===== src/rtl/dmem_pkg.sv =====
// dmem_pkg: shared types and constants for the data-memory responder.
// The byte-enable constants are used only when DMEM_BYTE_EN is defined.
package dmem_pkg;

    typedef enum logic [1:0] {
        IDLE   = 2'd0,
        ACCESS = 2'd1,
        DONE   = 2'd2
    } dmem_state_t;

    localparam logic [3:0] CYC_SAT = 4'd15;

    localparam logic [1:0] BE_LO = 2'b01;
    localparam logic [1:0] BE_HI = 2'b10;
    localparam logic [1:0] BE_HW = 2'b11;

    // Increment that sticks at CYC_SAT instead of wrapping to zero.
    function automatic logic [3:0] sat_inc(input logic [3:0] v);
        return (v == CYC_SAT) ? CYC_SAT : v + 4'd1;
    endfunction

endpackage


===== src/rtl/dmem_access_if.sv =====
// dmem_access_if: request/response and memory-port bundle for dmem_access.
// The slave modport is the responder's view; the master modport is the view
// of whatever drives requests and models the memory.
// With DMEM_BYTE_EN defined the bundle gains i_byte and o_mem_be.
interface dmem_access_if #(
    parameter int ADDR_W = 16
);
    import dmem_pkg::*;

    logic              i_req;
    logic              i_we;
    logic [ADDR_W-1:0] i_addr;
    logic [15:0]       i_wdata;
    logic              o_busy;
    logic              o_done;
    logic              o_err;
    logic [15:0]       o_rdata;
    logic [3:0]        o_cycles;
    logic              o_mem_en;
    logic              o_mem_we;
    logic [ADDR_W-1:0] o_mem_addr;
    logic [15:0]       o_mem_wdata;
    logic [15:0]       i_mem_rdata;
    logic              i_mem_ack;
`ifdef DMEM_BYTE_EN
    logic              i_byte;
    logic [1:0]        o_mem_be;
`endif

    modport slave (
`ifdef DMEM_BYTE_EN
        input  i_byte,
        output o_mem_be,
`endif
        input  i_req, i_we, i_addr, i_wdata, i_mem_rdata, i_mem_ack,
        output o_busy, o_done, o_err, o_rdata, o_cycles,
        output o_mem_en, o_mem_we, o_mem_addr, o_mem_wdata
    );

    modport master (
`ifdef DMEM_BYTE_EN
        output i_byte,
        input  o_mem_be,
`endif
        output i_req, i_we, i_addr, i_wdata, i_mem_rdata, i_mem_ack,
        input  o_busy, o_done, o_err, o_rdata, o_cycles,
        input  o_mem_en, o_mem_we, o_mem_addr, o_mem_wdata
    );

endinterface


===== src/rtl/dmem_wait_cnt.sv =====
// dmem_wait_cnt: 4-bit wait-state counter for one memory access.
// cnt_sat_o is the count including the current cycle (count+1, saturating);
// tmo_o flags the last cycle allowed before the access is abandoned.
module dmem_wait_cnt
    import dmem_pkg::*;
#(
    parameter int TIMEOUT = 15
) (
    input  logic       clk,
    input  logic       rst,
    input  logic       clr_i,
    input  logic       inc_i,
    output logic [3:0] cnt_sat_o,
    output logic       tmo_o
);

    localparam logic [3:0] TMO_CMP = 4'(TIMEOUT - 1);

    logic [3:0] cnt_q;

    // Clear takes priority so every access starts counting from zero.
    always_ff @(posedge clk) begin
        if (rst || clr_i) begin
            cnt_q <= 4'd0;
        end else if (inc_i) begin
            cnt_q <= sat_inc(cnt_q);
        end
    end

    assign cnt_sat_o = sat_inc(cnt_q);
    assign tmo_o     = (cnt_q == TMO_CMP);

endmodule


===== src/rtl/dmem_access.sv =====
// dmem_access: single-outstanding data-memory responder. Accepts one LDR/STR
// request, holds the memory port stable until ack or timeout, then pulses
// o_done for one cycle. o_busy is decoded from state only, so the stall
// path never sees i_mem_ack combinationally.
// Optional build macro: DMEM_BYTE_EN (byte addressing and lane enables).
module dmem_access
    import dmem_pkg::*;
#(
    parameter int ADDR_W  = 16,
    parameter int TIMEOUT = 15
) (
    input  logic          clk,
    input  logic          rst,
    dmem_access_if.slave  bus
);

    dmem_state_t       state_q, state_d;
    logic              we_q, we_d;
    logic [ADDR_W-1:0] addr_q, addr_d;
    logic [15:0]       wdata_q, wdata_d;
    logic [15:0]       rdata_q, rdata_d;
    logic [3:0]        cycles_q, cycles_d;
    logic              err_q, err_d;

    logic              cnt_clr;
    logic              cnt_inc;
    logic [3:0]        cnt_sat;
    logic              cnt_tmo;

    logic [ADDR_W-1:0] req_addr;
    logic [15:0]       req_wdata;
    logic [15:0]       load_data;

`ifdef DMEM_BYTE_EN
    logic [1:0]        be_q, be_d;
    logic [1:0]        req_be;

    // Byte address -> halfword address; byte stores drive both lanes.
    assign req_addr  = bus.i_addr >> 1;
    assign req_be    = bus.i_byte ? (bus.i_addr[0] ? BE_HI : BE_LO) : BE_HW;
    assign req_wdata = bus.i_byte ? {2{bus.i_wdata[7:0]}} : bus.i_wdata;

    // Byte loads return the selected lane zero-extended.
    always_comb begin
        load_data = bus.i_mem_rdata;
        case (be_q)
            BE_LO:   load_data = {8'h00, bus.i_mem_rdata[7:0]};
            BE_HI:   load_data = {8'h00, bus.i_mem_rdata[15:8]};
            default: load_data = bus.i_mem_rdata;
        endcase
    end
`else
    assign req_addr  = bus.i_addr;
    assign req_wdata = bus.i_wdata;
    assign load_data = bus.i_mem_rdata;
`endif

    dmem_wait_cnt #(
        .TIMEOUT (TIMEOUT)
    ) u_wait_cnt (
        .clk       (clk),
        .rst       (rst),
        .clr_i     (cnt_clr),
        .inc_i     (cnt_inc),
        .cnt_sat_o (cnt_sat),
        .tmo_o     (cnt_tmo)
    );

    // State and datapath registers; reset clears every visible output.
    always_ff @(posedge clk) begin
        if (rst) begin
            state_q  <= IDLE;
            we_q     <= 1'b0;
            addr_q   <= '0;
            wdata_q  <= 16'h0000;
            rdata_q  <= 16'h0000;
            cycles_q <= 4'd0;
            err_q    <= 1'b0;
`ifdef DMEM_BYTE_EN
            be_q     <= 2'b00;
`endif
        end else begin
            state_q  <= state_d;
            we_q     <= we_d;
            addr_q   <= addr_d;
            wdata_q  <= wdata_d;
            rdata_q  <= rdata_d;
            cycles_q <= cycles_d;
            err_q    <= err_d;
`ifdef DMEM_BYTE_EN
            be_q     <= be_d;
`endif
        end
    end

    // Next-state logic: accept in IDLE or DONE, finish on ack or timeout.
    always_comb begin
        state_d  = state_q;
        we_d     = we_q;
        addr_d   = addr_q;
        wdata_d  = wdata_q;
        rdata_d  = rdata_q;
        cycles_d = cycles_q;
        err_d    = err_q;
`ifdef DMEM_BYTE_EN
        be_d     = be_q;
`endif
        cnt_clr  = 1'b1;
        cnt_inc  = 1'b0;

        case (state_q)
            IDLE, DONE: begin
                state_d = IDLE;
                if (bus.i_req) begin
                    we_d    = bus.i_we;
                    addr_d  = req_addr;
                    wdata_d = req_wdata;
                    err_d   = 1'b0;
`ifdef DMEM_BYTE_EN
                    be_d    = req_be;
`endif
                    state_d = ACCESS;
                end
            end
            ACCESS: begin
                cnt_clr = 1'b0;
                cnt_inc = 1'b1;
                // Ack is checked first so a last-cycle ack is not an error.
                if (bus.i_mem_ack) begin
                    if (!we_q) begin
                        rdata_d = load_data;
                    end
                    cycles_d = cnt_sat;
                    err_d    = 1'b0;
                    state_d  = DONE;
                end else if (cnt_tmo) begin
                    cycles_d = 4'(TIMEOUT);
                    err_d    = 1'b1;
                    state_d  = DONE;
                end
            end
            default: state_d = IDLE;
        endcase
    end

    assign bus.o_busy      = (state_q == ACCESS);
    assign bus.o_mem_en    = (state_q == ACCESS);
    assign bus.o_done      = (state_q == DONE);
    assign bus.o_err       = (state_q == DONE) && err_q;
    assign bus.o_rdata     = rdata_q;
    assign bus.o_cycles    = cycles_q;
    assign bus.o_mem_we    = we_q;
    assign bus.o_mem_addr  = addr_q;
    assign bus.o_mem_wdata = wdata_q;
`ifdef DMEM_BYTE_EN
    assign bus.o_mem_be    = be_q;
`endif

endmodule


===== src/flat_wrapper.sv =====
// flat-port wrapper written by rule: the top's interface ports become plain ports
module dmem_access_flat import dmem_pkg::*;
#(
    parameter int ADDR_W  = 16,
    parameter int TIMEOUT = 15
)
  (clk, rst, bus_i_req, bus_i_we, bus_i_addr, bus_i_wdata, bus_i_mem_rdata, bus_i_mem_ack, bus_o_busy, bus_o_done, bus_o_err, bus_o_rdata, bus_o_cycles, bus_o_mem_en, bus_o_mem_we, bus_o_mem_addr, bus_o_mem_wdata);
  dmem_access_if #(.ADDR_W(ADDR_W)) bus_i ();
  input  logic clk;
  input  logic rst;
  input wire logic [$bits(bus_i.i_req)-1:0] bus_i_req;
  input wire logic [$bits(bus_i.i_we)-1:0] bus_i_we;
  input wire logic [$bits(bus_i.i_addr)-1:0] bus_i_addr;
  input wire logic [$bits(bus_i.i_wdata)-1:0] bus_i_wdata;
  input wire logic [$bits(bus_i.i_mem_rdata)-1:0] bus_i_mem_rdata;
  input wire logic [$bits(bus_i.i_mem_ack)-1:0] bus_i_mem_ack;
  output wire logic [$bits(bus_i.o_busy)-1:0] bus_o_busy;
  output wire logic [$bits(bus_i.o_done)-1:0] bus_o_done;
  output wire logic [$bits(bus_i.o_err)-1:0] bus_o_err;
  output wire logic [$bits(bus_i.o_rdata)-1:0] bus_o_rdata;
  output wire logic [$bits(bus_i.o_cycles)-1:0] bus_o_cycles;
  output wire logic [$bits(bus_i.o_mem_en)-1:0] bus_o_mem_en;
  output wire logic [$bits(bus_i.o_mem_we)-1:0] bus_o_mem_we;
  output wire logic [$bits(bus_i.o_mem_addr)-1:0] bus_o_mem_addr;
  output wire logic [$bits(bus_i.o_mem_wdata)-1:0] bus_o_mem_wdata;
  assign bus_i.i_req = bus_i_req;
  assign bus_i.i_we = bus_i_we;
  assign bus_i.i_addr = bus_i_addr;
  assign bus_i.i_wdata = bus_i_wdata;
  assign bus_i.i_mem_rdata = bus_i_mem_rdata;
  assign bus_i.i_mem_ack = bus_i_mem_ack;
  assign bus_o_busy = bus_i.o_busy;
  assign bus_o_done = bus_i.o_done;
  assign bus_o_err = bus_i.o_err;
  assign bus_o_rdata = bus_i.o_rdata;
  assign bus_o_cycles = bus_i.o_cycles;
  assign bus_o_mem_en = bus_i.o_mem_en;
  assign bus_o_mem_we = bus_i.o_mem_we;
  assign bus_o_mem_addr = bus_i.o_mem_addr;
  assign bus_o_mem_wdata = bus_i.o_mem_wdata;
  dmem_access #(.ADDR_W(ADDR_W), .TIMEOUT(TIMEOUT)) u_core (.clk(clk), .rst(rst), .bus(bus_i));
endmodule

===== config.mk =====
export PLATFORM = sky130hd
export DESIGN_NAME = dmem_access_flat
export DESIGN_NICKNAME = d
export VERILOG_FILES = /design/src/rtl/dmem_pkg.sv /design/src/rtl/dmem_access_if.sv /design/src/rtl/dmem_wait_cnt.sv /design/src/rtl/dmem_access.sv /design/src/flat_wrapper.sv
export SDC_FILE = /design/constraint.sdc
export NUM_CORES = 1
export LEC_CHECK = 0
export BUFFER_PORTS_ARGS = -buffer_cell sky130_fd_sc_hd__buf_2
export CAP_MARGIN = 30
export CORE_ASPECT_RATIO = 1.75
export CORE_MARGIN = 4
export CORE_UTILIZATION = 40
export DETAILED_ROUTE_END_ITERATION = 7
export MAX_ROUTING_LAYER = met4
export PLACE_DENSITY = 0.72
export REMOVE_ABC_BUFFERS = 1
export SKIP_CTS_REPAIR_TIMING = 1
export SYNTH_ARGS = -nofsm -noshare
export SYNTH_HDL_FRONTEND = slang
export SYNTH_SLANG_ARGS = --single-unit

===== constraint.sdc =====
create_clock -name clk -period 3 [get_ports clk]
set_input_delay 0.45 -clock clk [delete_from_list [all_inputs] [get_ports clk]]
set_output_delay 0.45 -clock clk [all_outputs]
set_load 0.02 [all_outputs]

==> key figures <==
Run status
  • Status: completed

Die
  • Die X: 63.9 um
  • Rows: 35
  • Io pins: 110
  • Core Box Area: between 0.005 and 0.006 mm2
  • Initial core utilization: around two fifths
  • Chip height: 106 um
  • Total die area: about 0.0068 mm2

GRT
  • Initial antenna violation count: 0
  • Gr ovfl total: 0
  • Vias in the first global route: between 1500 and 2000
  • Global-route wire length before repair: 8890 um
  • Total Routing Usage GR: about 17%
  • Largest net degree at the start of global routing: 35

Run
  • Max Cap Viol: 0

Worst setup path
  • Worst setup SP type: flop
  • WP buf/inv: 2
  • Kind of end point of the critical path: primary output
  • Slowest stage delay, CP: between 0.4 and 0.5 ns
  • CP cell instances: nor2b_1 > buf_4 > buf_2
  • Crit-path slowest cell: dfxtp_1
  • Worst Path Max Fanout: 11
  • Path length in cells of the critical path: 3
  • R2R depth: 4
  • CP delay by family, top: flip-flops
  • Kind of critical path: flop to primary output
  • Critical path required time: between 2 and 3 ns
  • Flop2flop setup slack: approximately 1.5 ns
  • Worst EP arrival: roughly 1.3 ns
  • Worst R2R Start: u_core.state_q[0]
  • Worst flop-to-flop path endpoint: u_core.bus.o_mem_addr[7]

Power and ir drop
  • Maximum vdd drop: 0.381 mV
  • Leakage Power: between 1 and 1.5 nW
  • Power Density: between 500 and 600 mW/mm2
  • Power Total: roughly 1.8 mW

Finish
  • Fillers: about 530
  • Post-layout nets: around 430
  • Layout area overhead: 34.1%
  • Final Instance Area: 0.00294 mm2
  • Layout cell share with drive strength beyond 1: 34.7%
  • Ant diodes: 0

Clock network
  • CTS clk-pin slew, worst paths: roughly 0.06 ns
  • Worst-Skew Late Latency: about 0.33 ns
  • Clk buf depth: 2
  • Cts bufs inserted: 9
  • Clock Tree Root: clkbuf_8
  • TritonCTS clock tree: built
  • Clk sinks: 60
  • CTS H-tree depth: 3

Logic synthesis
  • Synth warn: 0
  • Leading post-synthesis cells by cell area: dfxtp_1 55%, nand2_1 17%, a21oi_1 13%
  • Post-synthesis async set-or-reset flop share: 0%
  • Post-synthesis cell area: between 0.002 and 0.0025 mm2
  • Most common cell in the netlist: nand2_1
  • Gate Count Post-Synth: approximately 270
  • Largest area contributor in the netlist: dfxtp_1
  • Post-synth EDFFs: 0
  • Synth cell types: 26
  • Synthesized area per cell: ~8 um2
  • Ys flop type: dfxtp_1
  • Sequential-to-total area share from yosys stat: 54.9%
  • Top cells by count, synth: 98 x nand2_1, 60 x dfxtp_1, 56 x a21oi_1
  • Yosys top cell area share: around 55%
  • Register bit total from synthesis: 60

Min path
  • Worst hold start: bus_i_mem_rdata[13]
  • Path type of the worst min-delay path: input port to flop
  • Worst hold path cell count: 3
  • Hold EP: u_core.bus.o_rdata[13]

Drt
  • DR vias: about 2100
  • DR vias/cell: between 4 and 5
  • WL/cell: around 12 um
  • Post-DRT Antenna Nets: 0
  • Drt first pass iters: 5
  • DRT iter0 DRCs: 48
  • DRC viols: 0
  • Post-Route WL: between 5000 and 6000 um

Placement
  • RePlAce Congestion: 0.776
  • Dpl cell area: 0.00275 mm2
  • Final HPWL DP: slightly above 4000 um
  • Placement Setup Slack: 1.26 ns
  • Port buffer count: 109

STA
  • Final setup vio count: 0
  • Max_slew headroom: a little under three fifths
  • Crit path time final: between 1.5 and 2 ns
  • Final Max Tran Viols: 0
  • RSZ-0062 raised after global routing: false
  • Peak Freq: about 0.58 GHz
  • Tcrit/Tclk final: between 50% and 60%
  • Hold Fails Final Rpt: 0
  • Setup TNS: 0 ns
  • Final Worst Setup Slack: between 1 and 1.5 ns
  • Tightest Pin Transition: 0.671 ns
  • Clock skew: about 0.0097 ns
per-stage QoR:
stage                     utilization, %  hold slack, ns  cells
final                               55.4           0.351    449
after global routing                55.4           0.341    449
after floorplan                        -           0.457    247
after global placement              51.9           0.439    434
after detailed placement            51.9           0.444    434
after CTS                           55.4           0.337    449
per-layer routing:
metal | GRT usage (%) | wire length, um | vias to the layer above
met3 | 4.26 | 327 | 10
met1 | 16.2 | 1970 | 946
met2 | 31.1 | 3140 | 63
met5 | - | 0 | -
met4 | 9.43 | 127 | 0
li1 | - | - | 1078
power by group:
group | leakage [nW] | internal (mW) | switching, mW
clock | 0.0986 | 0.384 | 0.284
combinational | 0.787 | 0.0850 | 0.143
sequential | 0.491 | 0.837 | 0.0204
layout by cell type, fill, tap and decap left out, drive strengths merged, types with 2 or more instances in the layout:
master	n
a211oi	2
a21oi	56
a311oi	2
and2	3
buf	113
clkbuf	14
dfxtp	60
ha	2
nand2	98
nand2b	3
nand3	3
nand3b	2
nor2	5
nor2b	3
o21ai	2
registers in the layout (all words and copies together), names as in the netlist:
name                     cells
u_core.bus.o_mem_wdata      16
u_core.bus.o_mem_we          1
u_core.bus.o_cycles          4
u_core.bus.o_rdata          16
u_core.state_q               2
u_core.err_q                 1
u_core.u_wait_cnt.cnt_q      4
u_core.bus.o_mem_addr       16
how the worst max path moves through the flow:
stage                       from                         end  slack [ns]
6_report       u_core.state_q[0]                  bus_o_busy        1.29
3_5_place_dp           bus_i_req   u_core.bus.o_mem_wdata[2]        1.26
3_3_place_gp           bus_i_req  u_core.bus.o_mem_wdata[12]        1.32
4_1_cts        u_core.state_q[0]                  bus_o_busy        1.25
5_1_grt        u_core.state_q[0]                  bus_o_busy        1.22
2_1_floorplan          bus_i_req    u_core.bus.o_mem_addr[0]        1.11
cells by family (layout without fill, tap and decap cells):
kind of cell,count (synthesis),in the layout,synth area share (%)
and+or+nand+nor,119,119,22.8
AOI/OAI and AO/OA,64,64,15.4
DFF,60,60,54.9
buffers and inverters,21,129,5.26
adders and majority gates,2,2,1.14
muxes,1,1,0.457
final cells by class:
class                      instances  area [um2]  area share (%)
sequential                        60        1200            40.9
clock buffer                      14         183            6.22
inverter                           1        3.75           0.128
timing repair buffer             113         576            19.6
multi-input combinational        186         875            29.8
clock inverter                     1        5.00           0.171
tap                               74        92.6            3.15
worst register-to-register path, delay by kind of cell (launching register included):
| kind | cells | cell delay, ns |
|---|---|---|
| buffers and inverters | 1 | 0.35 |
| AO/OA/AOI/OAI | 1 | 0.12 |
| flip-flops | 1 | 0.36 |
| AND/OR/NAND/NOR | 2 | 0.64 |
Power figures use the tool's default switching activity.
